File: config.mk
export PLATFORM = sky130hd
export DESIGN_NAME = exu_cdb_arbiter
export DESIGN_NICKNAME = d
export VERILOG_FILES = /design/src/rtl/exu_cdb_arbiter.sv
export SDC_FILE = /design/constraint.sdc
export NUM_CORES = 1
export LEC_CHECK = 0
export ABC_AREA = 1
export BUFFER_PORTS_ARGS = -buffer_cell sky130_fd_sc_hd__buf_2
export CORE_MARGIN = 3
export CORE_UTILIZATION = 50
export DETAILED_ROUTE_END_ITERATION = 6
export PLACE_DENSITY = 0.87
export SLEW_MARGIN = 25
export SYNTH_ARGS = -nofsm -noshare
export SYNTH_HDL_FRONTEND = slang
export SYNTH_SLANG_ARGS = --single-unit
File: constraint.sdc
create_clock -name clk -period 9.7 [get_ports clk]
set_input_delay 0.485 -clock clk [delete_from_list [all_inputs] [get_ports clk]]
set_output_delay 0.485 -clock clk [all_outputs]
set_load 0.1 [all_outputs]
File: src/rtl/exu_cdb_arbiter.sv
// Dual-grant round-robin arbiter draining four one-entry EXU result buffers onto two registered CDB ports.
// Latency: transfer at edge N appears on CDB after edge N+1; req_rdy drops only while a buffer is full and ungranted, or on flush/reset.
module exu_cdb_arbiter #(
  parameter int PREG_W = 6,
  parameter int DATA_W = 64
) (
  input  logic                  clk,
  input  logic                  rst_clk,
  input  logic                  rtu_global_flush,
  input  logic [3:0]            req_vld,
  input  logic [4*PREG_W-1:0]   req_preg,
  input  logic [4*DATA_W-1:0]   req_result,
  output logic [3:0]            req_rdy,
  output logic [1:0]            cdb_vld,
  output logic [2*PREG_W-1:0]   cdb_preg,
  output logic [2*DATA_W-1:0]   cdb_result,
  output logic                  arb_busy
);

  typedef struct packed {
    logic [PREG_W-1:0] preg;
    logic [DATA_W-1:0] result;
  } wb_t;

  wb_t        hold_dat [4];
  logic [3:0] hold_vld;
  logic [1:0] rr_ptr;

  logic [3:0] gnt;
  logic       g0_vld, g1_vld;
  logic [1:0] g0_idx, g1_idx;
  logic [1:0] scan_idx;
  logic [1:0] last_idx;
  logic       clr;
  logic [3:0] xfer;

  // Scan from rr_ptr: first occupied buffer goes to port 0, second to port 1.
  always_comb begin
    gnt      = '0;
    g0_vld   = 1'b0;
    g1_vld   = 1'b0;
    g0_idx   = '0;
    g1_idx   = '0;
    scan_idx = '0;
    for (int j = 0; j < 4; j++) begin
      scan_idx = rr_ptr + 2'(j);
      if (hold_vld[scan_idx]) begin
        if (!g0_vld) begin
          g0_vld        = 1'b1;
          g0_idx        = scan_idx;
          gnt[scan_idx] = 1'b1;
        end else if (!g1_vld) begin
          g1_vld        = 1'b1;
          g1_idx        = scan_idx;
          gnt[scan_idx] = 1'b1;
        end
      end
    end
  end

  assign clr      = rst_clk | rtu_global_flush;
  assign req_rdy  = {4{~clr}} & (~hold_vld | gnt);
  assign xfer     = req_vld & req_rdy;
  assign arb_busy = |hold_vld;
  assign last_idx = g1_vld ? g1_idx : g0_idx;

  always_ff @(posedge clk) begin
    if (clr) begin
      hold_vld   <= '0;
      rr_ptr     <= '0;
      cdb_vld    <= '0;
      cdb_preg   <= '0;
      cdb_result <= '0;
    end else begin
      // A new transfer into a buffer being granted this cycle keeps it occupied.
      hold_vld <= xfer | (hold_vld & ~gnt);
      cdb_vld  <= {g1_vld, g0_vld};
      cdb_preg[0 +: PREG_W]        <= g0_vld ? hold_dat[g0_idx].preg   : '0;
      cdb_result[0 +: DATA_W]      <= g0_vld ? hold_dat[g0_idx].result : '0;
      cdb_preg[PREG_W +: PREG_W]   <= g1_vld ? hold_dat[g1_idx].preg   : '0;
      cdb_result[DATA_W +: DATA_W] <= g1_vld ? hold_dat[g1_idx].result : '0;
      if (g0_vld) rr_ptr <= last_idx + 2'd1;
    end
  end

  // Payload needs no reset: it is only observed while hold_vld is set.
  always_ff @(posedge clk) begin
    for (int i = 0; i < 4; i++) begin
      if (xfer[i]) begin
        hold_dat[i].preg   <= req_preg[i*PREG_W +: PREG_W];
        hold_dat[i].result <= req_result[i*DATA_W +: DATA_W];
      end
    end
  end

endmodule
Yosys cells after proc, flatten, opt, wreduce, memory -nomap -nowiden:

Memories as Yosys holds them, arrays and structs flattened. A register that Yosys moved wholly into a read port is not among the register bits.
Index checks and enable logic that the tools add are counted.

* register bits: 8
* latch bits: 0
* bits in writable memories: 280
* ROM bits: 0
* input port bits: 287
* output and inout bits: 147
* memories: 1

Memories
* hold_dat: depth 4, bits a word 70, rd ports 2, clocked after Yosys merged registers in 2, write ports 4, line 25 `wb_t hold_dat [4];`

* add/subtract/negate cells: 4
* $mul: 0
* divide/modulo/power cells: 0
* $lt $le $gt $ge: 8
* eq/ne operators: 0
* shift operators: 0
* mux-type cells: 58
* bitwise operators: 14
* reduce and logical (&&, ||, !) cells: 7

Operators with widths (number)
* $mux W2: 16
* $mux W4: 8
* $mux W1: 26
* $or A4 B4 Y4: 5
* $and A4 B4 Y4: 3
* $lt A2 B3 Y1 const B: 4
* $bmux W1 S2: 4
* $demux W1 S2: 4
* $ge A2 B1 Y1 const B: 4
* $not A4 Y4: 2
* $add A2 B1 Y2 const B: 2
* $add A2 B2 Y2 const B: 2
* $logic_and A1 B1 Y1: 4
* $reduce_or A2 Y1: 2
* $reduce_or A4 Y1: 1
* $not A1 Y1: 3
* $or A1 B1 Y1: 1

Longest topological paths before layout:

Gate-level depths: netlist of the first run.

* word-level depth: 20
* depth in mapped cells: 22

Least setup slack after synthesis of the first run:

OpenSTA, ideal clock, no wires.

* path type: reg-to-reg
* from: register rr_ptr[0]
* to: memory hold_dat[3][0] (netlist bit), enable pin
* library setup time: 0.499 ns
* arrival time: 5.085 ns
* data required time: 9.201 ns
* setup slack: 4.116 ns
* stages on the path, launching flop included: 14
* period minus slack after synthesis: 5.584 ns
* cell sequence: dfxtp_1 > buf_4 > inv_2 > buf_6 > ha_1 > inv_1 > nand3_1 > nand2_2 > nand3_4 > nand2_4 > inv_1 > o311ai_0 > nand2_1 > nor2_1

RTL lines
* start, declared: line 27 `logic [1:0] rr_ptr;`
* start signal, assigned: line 82 `if (g0_vld) rr_ptr <= last_idx + 2'd1;`
* end, declared: line 25

Worst setup path after layout of the first run:

* from: register rr_ptr[0]
* to: register cdb_result[72] (read register of hold_dat)

* cells in the longest elaborated chain, start to end: 11
* elaborated cells between the ends (all ways): 30
* classes of those cells: add/sub: 3; mux: 25; bitwise: 1; reduce/logical: 1

Ends and longest elaborated chain
* branches (longest 11 deep; another with $add A2 B1 Y2)
* end, declared: line 16 `output logic [2*DATA_W-1:0] cdb_result,`

Several ways; the timed one is not identified. The select of a mux whose other input is x is not followed.
A chain may end at the register's enable or synchronous reset.

==> impl_metrics.yaml, run 1 <==
critical_path:
  critPathLaunchType: "flip-flop"
  endpoint_kind: "flip-flop"
  crit_chain: "inv_2, ha_1, inv_1, nand3_1, nand2_4, nand2_4, nand2_2, nand2_4, nand3_2, nand3_4, nand2_4, buf_4, nand2_1, nand3_1, a21oi_1"
  critPathMaxFanout: 88
  path_common_cell: "nand2_4"
  crit_slowest_cell: "buf_4"
  critPathMaxStageDelay_ns: 0.85
  path_class: "reg2reg"
  worstPathRequired_ns: 10.12
  critPathArrivalTime_ns: 5.31
cts:
  postCtsHoldBufs: 0
  postCtsSetupBuffers: 0
  cts.clk_slew.worst_paths_ns: 0.06
  h-tree-depth: 2
  cts_tree: "built"
  cts_resized: 0
  clkLatencyLatePin_ns: 0.56
  cts_buffers: 45
  clock_sinks: 428
  root_buffer: "clkbuf_16"
  cts_buffer_depth: 3
die:
  ios: 434
  core_sq_mm: 0.0350
  std_cell_rows: 68
  die_h_um: 195
  dieArea_sq_mm: 0.0382
  die_w_um: 195
  start_util_pct: 51.3
synthesis:
  yosysTopAreaCell: "edfxtp_1"
  ys_seq_area_share_pct: 63.4
  ys_seq_elements: 428
  avgSynthCellArea_sq_um: 9.86
  async_reset_ff_share_pct: 0
  synthesis.area_sq_mm: 0.0179
  yosysTopAreaCellShare_pct: 46.9
  syn_inst: 1819
  synth-edff-count: 280
  synth_area_leaders: "edfxtp_1, dfxtp_1, nand2_1"
  synth_flop_cell: "edfxtp_1"
  post-synth-top-count-cell: "nand2_1"
  syn_nets: 2114
  ys_types: 29
  synth_common_cells: "nand2_1, inv_1, edfxtp_1"
  ys_warn_count: 0
power:
  powerDensity_mw_per_mm2: 388
  p_leak_nw: 10.0
  finalPower_mw: 8.44
  ir_drop_v: 0.000347
finish:
  drive_gt1_share_pct: 24.5
  fillers: 2584
  stdcell_area_sq_mm: 0.0218
  area_growth_pct: 21.4
  fin_util_pct: 62.3
  fin_nets: 2498
run_status:
  outcome: "completed"
global_route:
  use_met2_pct: 49.1
  grt_overflow: 0
  globalRouteTotalUtil_pct: 28.8
  grt_pass1_vias: 15900
  grt.met3_usage_pct: 7.06
  antenna_found_initial: 15
  grt.busiest_layer: "met2"
  grt_max_degree: 111
  use_met1_pct: 34.0
  grt_pass1_wl_um: 85600
placement:
  port-buffer-count: 433
  place_congestion: 0.983
  place_area_sq_mm: 0.0202
  dp_hpwl_um: 36300
  pre_cts_ws_ns: 4.38
timing:
  drv_slew: 0
  hold_violations: 0
  relSlewSlack_pct: 29.3
  finalCritPeriodShare_pct: 50.4
  fin_ws_ns: 4.81
  setup_violations: 0
  max_slew.worst_pin.slew_ns: 1.06
  grt_setup_unrepaired: "no"
  skew_ns: 0.0158
  fmax_ghz: 0.204
  period_needed_ns: 4.89
  fin_tns_setup_ns: 0
drt:
  postRouteAntennaNets: 0
  drc: 0
  drt_wl_total_um: 56600
  wl_per_cell_um: 21.0
  vias: 15400
  dr.pass1.iters: 6
  drt-initial-drc-count: 1438
  viasPerCell: 5.69
hold_path:
  hold_path_class: "in2reg"
flow_run:
  drv_cap: 0
==> sequential cells by signal, indices dropped and copies added, names as in the netlist <==
register,count
rr_ptr,2
hold_dat,280
cdb_vld,2
hold_vld,4
cdb_result,128
cdb_preg,12
==> critical path: cells and delay by family (launching register included) <==
| kind | cells | cell delay [ns] |
|---|---|---|
| compound gates | 1 | 0.08 |
| simple gates | 10 | 2.21 |
| flops | 1 | 0.63 |
| fa+ha+maj | 1 | 0.42 |
| buf+inv | 3 | 1.27 |
==> cell usage in the layout, fill, tap and decap left out, types with 5 or more instances in the layout <==
| master | netlist | final |
|---|---|---|
| buf_4 | 10 | 13 |
| ha_1 | 8 | 8 |
| inv_1 | 307 | 307 |
| nand2_4 | 5 | 7 |
| edfxtp_1 | 280 | 280 |
| dfxtp_1 | 148 | 148 |
| clkbuf_1 | 43 | 15 |
| inv_2 | 9 | 8 |
| clkbuf_8 | 0 | 5 |
| o21ai_0 | 76 | 76 |
| buf_2 | 42 | 433 |
| o211ai_1 | 70 | 70 |
| clkinv_2 | 0 | 6 |
| nand2_1 | 326 | 324 |
| a21oi_1 | 217 | 217 |
| diode_2 | 0 | 8 |
| nand3_1 | 226 | 226 |
| nor2_1 | 11 | 7 |
| clkbuf_16 | 0 | 47 |
==> routing by layer <==
layer | vias up | share of wire, %
met5 | - | 0.13
met4 | 12 | 4.7
met3 | 233 | 12
met2 | 1138 | 49
met1 | 7148 | 35
li1 | 6858 | -
==> layout make-up <==
cell class / instances / area (sq um) / share of cell area, %
diodes: 8 / 20.0 / 0.0920
clock inverters: 17 / 174 / 0.799
clock buffers: 67 / 1300 / 5.98
well taps: 455 / 569 / 2.61
multi-input cells: 962 / 4800 / 22.1
repair buffers: 449 / 2340 / 10.7
inverters: 317 / 1190 / 5.49
flip-flops and latches: 428 / 11400 / 52.2
==> power by group <==
group | internal, mW | switching [mW] | total [mW]
clock network | 1.01 | 0.710 | 1.72
logic | 0.911 | 3.55 | 4.46
registers | 2.17 | 0.0946 | 2.26
total | 4.09 | 4.35 | 8.44
==> through the flow <==
| step | std cells | hold WS (ns) |
|---|---|---|
| final | 2703 | 0.0932 |
| after global routing | 2702 | 0.0594 |
| after CTS | 2693 | 0.0537 |
| after detailed placement | 2609 | 0.562 |
| after global placement | 2608 | 0.547 |
| after floorplan | 1819 | 0.529 |
==> final timing paths <==
path | from | end | slack [ns] | cells after the start
worst min-delay path | req_result[24] | hold_dat[0][24] | 0.09 | 1
worst min register to register | hold_dat[1][18] | cdb_result[18] | 0.58 | 2
worst max-delay path | rr_ptr[0] | cdb_result[72] | 4.81 | 15
worst max register to register | rr_ptr[0] | cdb_result[72] | 4.81 | 15
==> logic make-up (layout without fill, tap and decap cells) <==
group / after synthesis / after routing / synth area share, %
AO/OA/AOI/OAI: 373 / 373 / 11.5
adder cells (fa/ha/maj): 8 / 8 / 0.558
buffers and inverters: 429 / 850 / 10.1
flip-flops: 428 / 428 / 63.4
other: 0 / 8 / 0
AND/OR/NAND/NOR: 581 / 581 / 14.4
No activity file was read; power rests on OpenSTA's default activity.
==> inputs of run 2 (changes only) <==
Clock period 9.7 ns to 5.1 ns, I/O delays scaled along.
==> run 2 against run 1 <==
Compared with the run above:
- the flow now finishes with violations (DRC)
- power is 97% higher
- register-to-register slack got worse by 3.8 ns
- sequential share of layout area is 5.9 points lower
- first-iteration DRC count up 45%
- critical endpoint is now req_rdy[1]
- largest cell class unchanged
==> impl_metrics.yaml, run 2 (synthesis gave the netlist of run 1 again) <==
run_status:
  outcome: "complete, but fails checks"
  violations: "DRC"
critical_path:
  critPathLaunchType: "flip-flop"
  critPathArrivalTime_ns: 3.97
  worstPathRequired_ns: 4.85
  r2r-end: "cdb_result[76]"
  critPathMaxFanout: 14
  r2r_start: "rr_ptr[0]"
  r2r_setup_slack_ns: 1.04
  path_class: "reg2out"
  reg2reg_depth: 14
  endpoint_kind: "primary output"
finish:
  fin_util_pct: 70.2
  drive_gt1_share_pct: 21.9
  mostFrequentLayoutCells: "buf_2, nand2_1, inv_1"
  fin_cells: 2996
  largest_reg_flops: 280
  area_growth_pct: 36.9
  reg_top3: "hold_dat (280), cdb_result (128), cdb_preg (12)"
  top_register: "hold_dat"
  fillers: 2224
  layout_commonest_cell: "buf_2"
  fin_nets: 2783
timing:
  holdWs_ns: 0.0476
  fin_ws_ns: 0.878
  grt_setup_unrepaired: "no"
  drv_slew: 0
  hold_violations: 0
  relSlewSlack_pct: 26.7
  max_slew.worst_pin.slew_ns: 1.10
  finalCritPeriodShare_pct: 82.8
  period_needed_ns: 4.22
  skew_ns: 0.0306
  fmax_ghz: 0.237
  setup_violations: 0
  fin_tns_setup_ns: 0
flow_run:
  drv_cap: 0
die:
  std_cell_rows: 68
  die_w_um: 195
  die_h_um: 195
  start_util_pct: 51.3
  dieArea_sq_mm: 0.0382
  core_sq_mm: 0.0350
  ios: 434
power:
  powerDensity_mw_per_mm2: 677
  power_frac_comb_pct: 54.9
  p_switching_mw: 8.78
  switching_share_pct: 52.8
  power_frac_clock_pct: 19.1
  p_seq_share_pct: 26.1
  ir_drop_v: 0.000691
  p_leak_nw: 11.2
  intPower_mw: 7.83
cts:
  root_buffer: "clkbuf_16"
  cts_buffers: 45
  cts.clk_slew.worst_paths_ns: 0.06
  clock_sinks: 428
  clkLatencyLatePin_ns: 0.59
  cts_resized: 0
  h-tree-depth: 2
  cts_tree: "built"
  cts_buffer_depth: 3
drt:
  drc: 44
  postRouteAntennaNets: 0
  drt-initial-drc-count: 2083
  dr.pass1.iters: 7
  vias: 17500
  viasPerCell: 5.85
  drt_wl_total_um: 69400
  wl_per_cell_um: 23.1
global_route:
  grt_pass1_wl_um: 104000
  grt_pass1_vias: 18200
  grt_overflow: 0
  globalRouteTotalUtil_pct: 35.2
  grt_max_degree: 141
  antenna_found_initial: 13
placement:
  dp.cells: 2616
  dp_hpwl_um: 36700
  pre_cts_ws_ns: 1.23
  place_congestion: 0.914
  port-buffer-count: 433
hold_path:
  holdPathStages: 3
  hp-start: "req_vld[3]"
  hold_path_class: "in2reg"
  min_to: "hold_vld[3]"
run 2: changes by cell type in the layout (fill, tap and decap cells not counted), moves of 2 or more:
cell / previous run / this run
buf_16: 2 / 0
diode_2: 8 / 17
buf_12: 1 / 6
dlygate4sd3_1: 0 / 280
clkbuf_8: 5 / 1
clkbuf_1: 15 / 11
buf_4: 13 / 15
clkinv_2: 6 / 11
clkinv_4: 1 / 3
clkinv_1: 3 / 8
clkbuf_16: 47 / 45
run 2: metrics by stage:
step / total power, mW / area [sq um]
5_1_grt: 17.2 / 24500
3_3_place_gp: 12.5 / 20300
2_1_floorplan: 11.2 / 17900
4_1_cts: 16.1 / 24500
6_report: 16.6 / 24600
3_5_place_dp: 12.8 / 20300
run 2: how the worst max path moves through the flow:
stage / startpoint / end / slack, ns / depth (start not counted)
after floorplan: rr_ptr[0] / hold_dat[3][0] / 0.68 / 13
after global routing: rr_ptr[0] / req_rdy[3] / 0.57 / 12
after detailed placement: rr_ptr[0] / hold_dat[3][68] / 1.23 / 12
final: rr_ptr[0] / req_rdy[1] / 0.88 / 12
after CTS: rr_ptr[0] / req_rdy[1] / 0.87 / 12
after global placement: rr_ptr[0] / hold_dat[3][68] / 1.29 / 12
run 2: power by group through the flow:
| stage | Sequential (mW) | Clock [mW] | Combinational [mW] |
|---|---|---|---|
| after floorplan | 6.56 | 0 | 4.63 |
| after global placement | 4.36 | 0 | 8.18 |
| after detailed placement | 4.36 | 0 | 8.42 |
| after CTS | 4.30 | 3.14 | 8.65 |
| after global routing | 4.35 | 3.30 | 9.59 |
| final | 4.33 | 3.17 | 9.11 |
run 2: worst max-delay path: stages, from the launching register on:
cell and delay [ns]:
dfxtp_1 0.65, inv_2 0.27, ha_1 0.44, inv_1 0.16, nand3_1 0.11, nand2_2 0.18, nand3_4 0.13, nand2_4 0.13
inv_1 0.09, o311ai_0 0.44, nand2_1 0.22, inv_1 0.15, buf_2 0.44
run 2: repair_timing:
item,in CTS,in global routing
hold buffers,280,0
buffers inserted,0,0
endpoints found under the hold margin,280,0
run 2: layout make-up:
class,instances,area (sq um),share of cell area [%]
Multi-Input combinational cell,962,4800,19.6
Clock inverter,26,189,0.770
Sequential cell,428,11400,46.3
Tap cell,455,569,2.32
Inverter,317,1190,4.87
Antenna cell,17,42.5,0.173
Clock buffer,57,1180,4.81
Timing Repair Buffer,734,5200,21.2
run 2: metal layers:
| metal | global-route usage, % | up-vias | wire length, um |
|---|---|---|---|
| met4 | 20.9 | 2 | 4690 |
| met5 | 0 | - | 15 |
| met2 | 57.3 | 1660 | 32700 |
| met3 | 10.4 | 401 | 8980 |
| met1 | 41.3 | 8029 | 22900 |
| li1 | - | 7433 | - |
==> inputs of run 3 (changes only) <==
Settings changed: CORE_UTILIZATION 50 to 48, PLACE_DENSITY 0.87 to 0.88.
Clock period 5.1 ns to 3.8 ns, I/O delays scaled along.
==> run 3 against run 2 <==
Compared with the run above:
- the flow still finishes with violations (DRC)
- via count rose by 2.4%
- die area grew 4.0%
- critical path depth grew 1
- utilization down 1.4 points
- sequential share of layout area down 1.3 points
- clock power grew 50%
- hold slack improved by 0.078 ns
- final cell count increased by 1.5%
==> impl_metrics.yaml, run 3 (synthesis gave the netlist of run 1 again) <==
critical_path:
  path_class: "reg2out"
  critPathLaunchType: "flip-flop"
  worstPathRequired_ns: 3.61
  critPathMaxStageDelay_ns: 0.54
  crit_chain: "inv_2, ha_1, inv_1, nand3_1, nand2_4, nand2_4, nand2_2, nand2_4, inv_1, o311ai_0, nand2_1, inv_1, clkbuf_4"
  endpoint_kind: "primary output"
  crit_family: "buffers and inverters"
  critical_path_buf_inv_count: 5
  critPathArrivalTime_ns: 3.45
  critPathMaxFanout: 9
  crit_slowest_cell: "dfxtp_1"
cts:
  cts_buffer_depth: 3
  clock_sinks: 428
  root_buffer: "clkbuf_16"
  clkLatencyLatePin_ns: 0.58
  cts.clk_slew.worst_paths_ns: 0.06
  h-tree-depth: 2
  cts_tree: "built"
  cts_buffers: 45
global_route:
  grt_pass1_vias: 18200
  grt_pass1_wl_um: 105000
  antenna_found_initial: 13
  grt.met3_usage_pct: 9.61
  use_met1_pct: 40.3
  grt_max_degree: 73
  use_met2_pct: 56.9
  globalRouteTotalUtil_pct: 34.9
  grt_overflow: 0
  grt.busiest_layer: "met2"
finish:
  fin_nets: 2818
  top_register: "hold_dat"
  drive_gt1_share_pct: 23.2
  multi_input_area_sq_mm: 0.00480
  seq_area_sq_mm: 0.0114
  area_growth_pct: 40.8
  layout_commonest_cell: "buf_2"
  fillers: 2311
  largest_reg_flops: 280
  mostFrequentLayoutCells: "buf_2, nand2_1, inv_1"
  reg_top3: "hold_dat (280), cdb_result (128), cdb_preg (12)"
timing:
  fin_tns_setup_ns: 0
  setup_violations: 0
  holdWs_ns: 0.126
  max_slew.worst_pin.slew_ns: 0.596
  hold_violations: 0
  drv_slew: 0
  fmax_ghz: 0.275
  relSlewSlack_pct: 60.3
  grt_setup_unrepaired: "no"
  finalCritPeriodShare_pct: 95.7
  period_needed_ns: 3.64
  skew_ns: 0.0219
hold_path:
  hold_path_class: "in2reg"
die:
  ios: 434
  dieArea_sq_mm: 0.0397
  start_util_pct: 48.9
  die_h_um: 199
  core_sq_mm: 0.0367
  std_cell_rows: 70
  die_w_um: 199
drt:
  postRouteAntennaNets: 0
  drt_wl_total_um: 71500
  wl_per_cell_um: 23.5
  viasPerCell: 5.90
  drc: 38
  dr.pass1.iters: 7
  vias: 18000
  drt-initial-drc-count: 2339
power:
  intPower_mw: 11.5
  p_leak_nw: 11.5
  power_frac_clock_pct: 20.0
  ir_drop_v: 0.000926
  switching_share_pct: 51.5
  powerDensity_mw_per_mm2: 943
  power_frac_comb_pct: 55.7
  p_seq_share_pct: 24.3
  p_switching_mw: 12.3
flow_run:
  drv_cap: 0
run_status:
  outcome: "complete, but fails checks"
  violations: "DRC"
placement:
  place_congestion: 0.950
  dp_hpwl_um: 37600
  port-buffer-count: 433
-- run 3: metal layers --
metal	share of wire, %	vias to the layer above
met1	32	8155
met4	7.9	4
li1	-	7504
met3	13	483
met2	46	1807
met5	0.034	-
-- run 3: power groups by stage --
stage	logic [mW]	registers (mW)	clock network (mW)
6_report	13.3	5.79	4.75
5_1_grt	13.9	5.81	4.93
4_1_cts	12.5	5.75	4.72
3_5_place_dp	12.2	5.83	0
3_3_place_gp	11.8	5.82	0
2_1_floorplan	6.21	8.80	0
-- run 3: final timing paths --
check,cells past startpoint,to,slack (ns),startpoint
max reg2reg,13,hold_dat[3][44],0.54,rr_ptr[1]
min reg2reg,2,cdb_result[18],0.58,hold_dat[1][18]
min,6,rr_ptr[1],0.13,rtu_global_flush
max,13,req_rdy[3],0.16,rr_ptr[1]
-- run 3: worst min-delay path, cell delays in order --
cell,delay [ns]
buf_2,0.09
nor2_1,0.12
o21ai_0,0.11
inv_1,0.05
nand2_1,0.05
inv_1,0.03
-- run 3: what timing repair did --
item | in CTS | in global routing
hold buffers | 286 | 0
endpoints found under the hold margin | 285 | 0
endpoints found under the setup margin | 0 | 3
buffers inserted | 0 | 0
gates resized for setup | 0 | 3
-- run 3: layout make-up --
class / count / share of cell area, %
antenna: 14 / 0.139
clock buffer: 62 / 5.20
clock inverter: 22 / 1.05
inverter: 317 / 4.74
multi-input combinational: 962 / 19.0
sequential: 428 / 45.0
tap: 468 / 2.32
timing repair buffer: 769 / 22.5
-- run 3: through the flow --
step / std cells / area [sq um] / util [%] / worst slack [ns] / total power, mW
3_5_place_dp: 2658 / 20800 / 56.6 / 0.590 / 18.0
6_report: 3042 / 25200 / 68.8 / 0.165 / 23.8
2_1_floorplan: 1819 / 18000 / - / 0.127 / 15.0
4_1_cts: 3028 / 25200 / 68.7 / 0.0923 / 23.0
5_1_grt: 3038 / 25200 / 68.8 / 0.00842 / 24.6
3_3_place_gp: 2658 / 20800 / 56.6 / 0.694 / 17.6
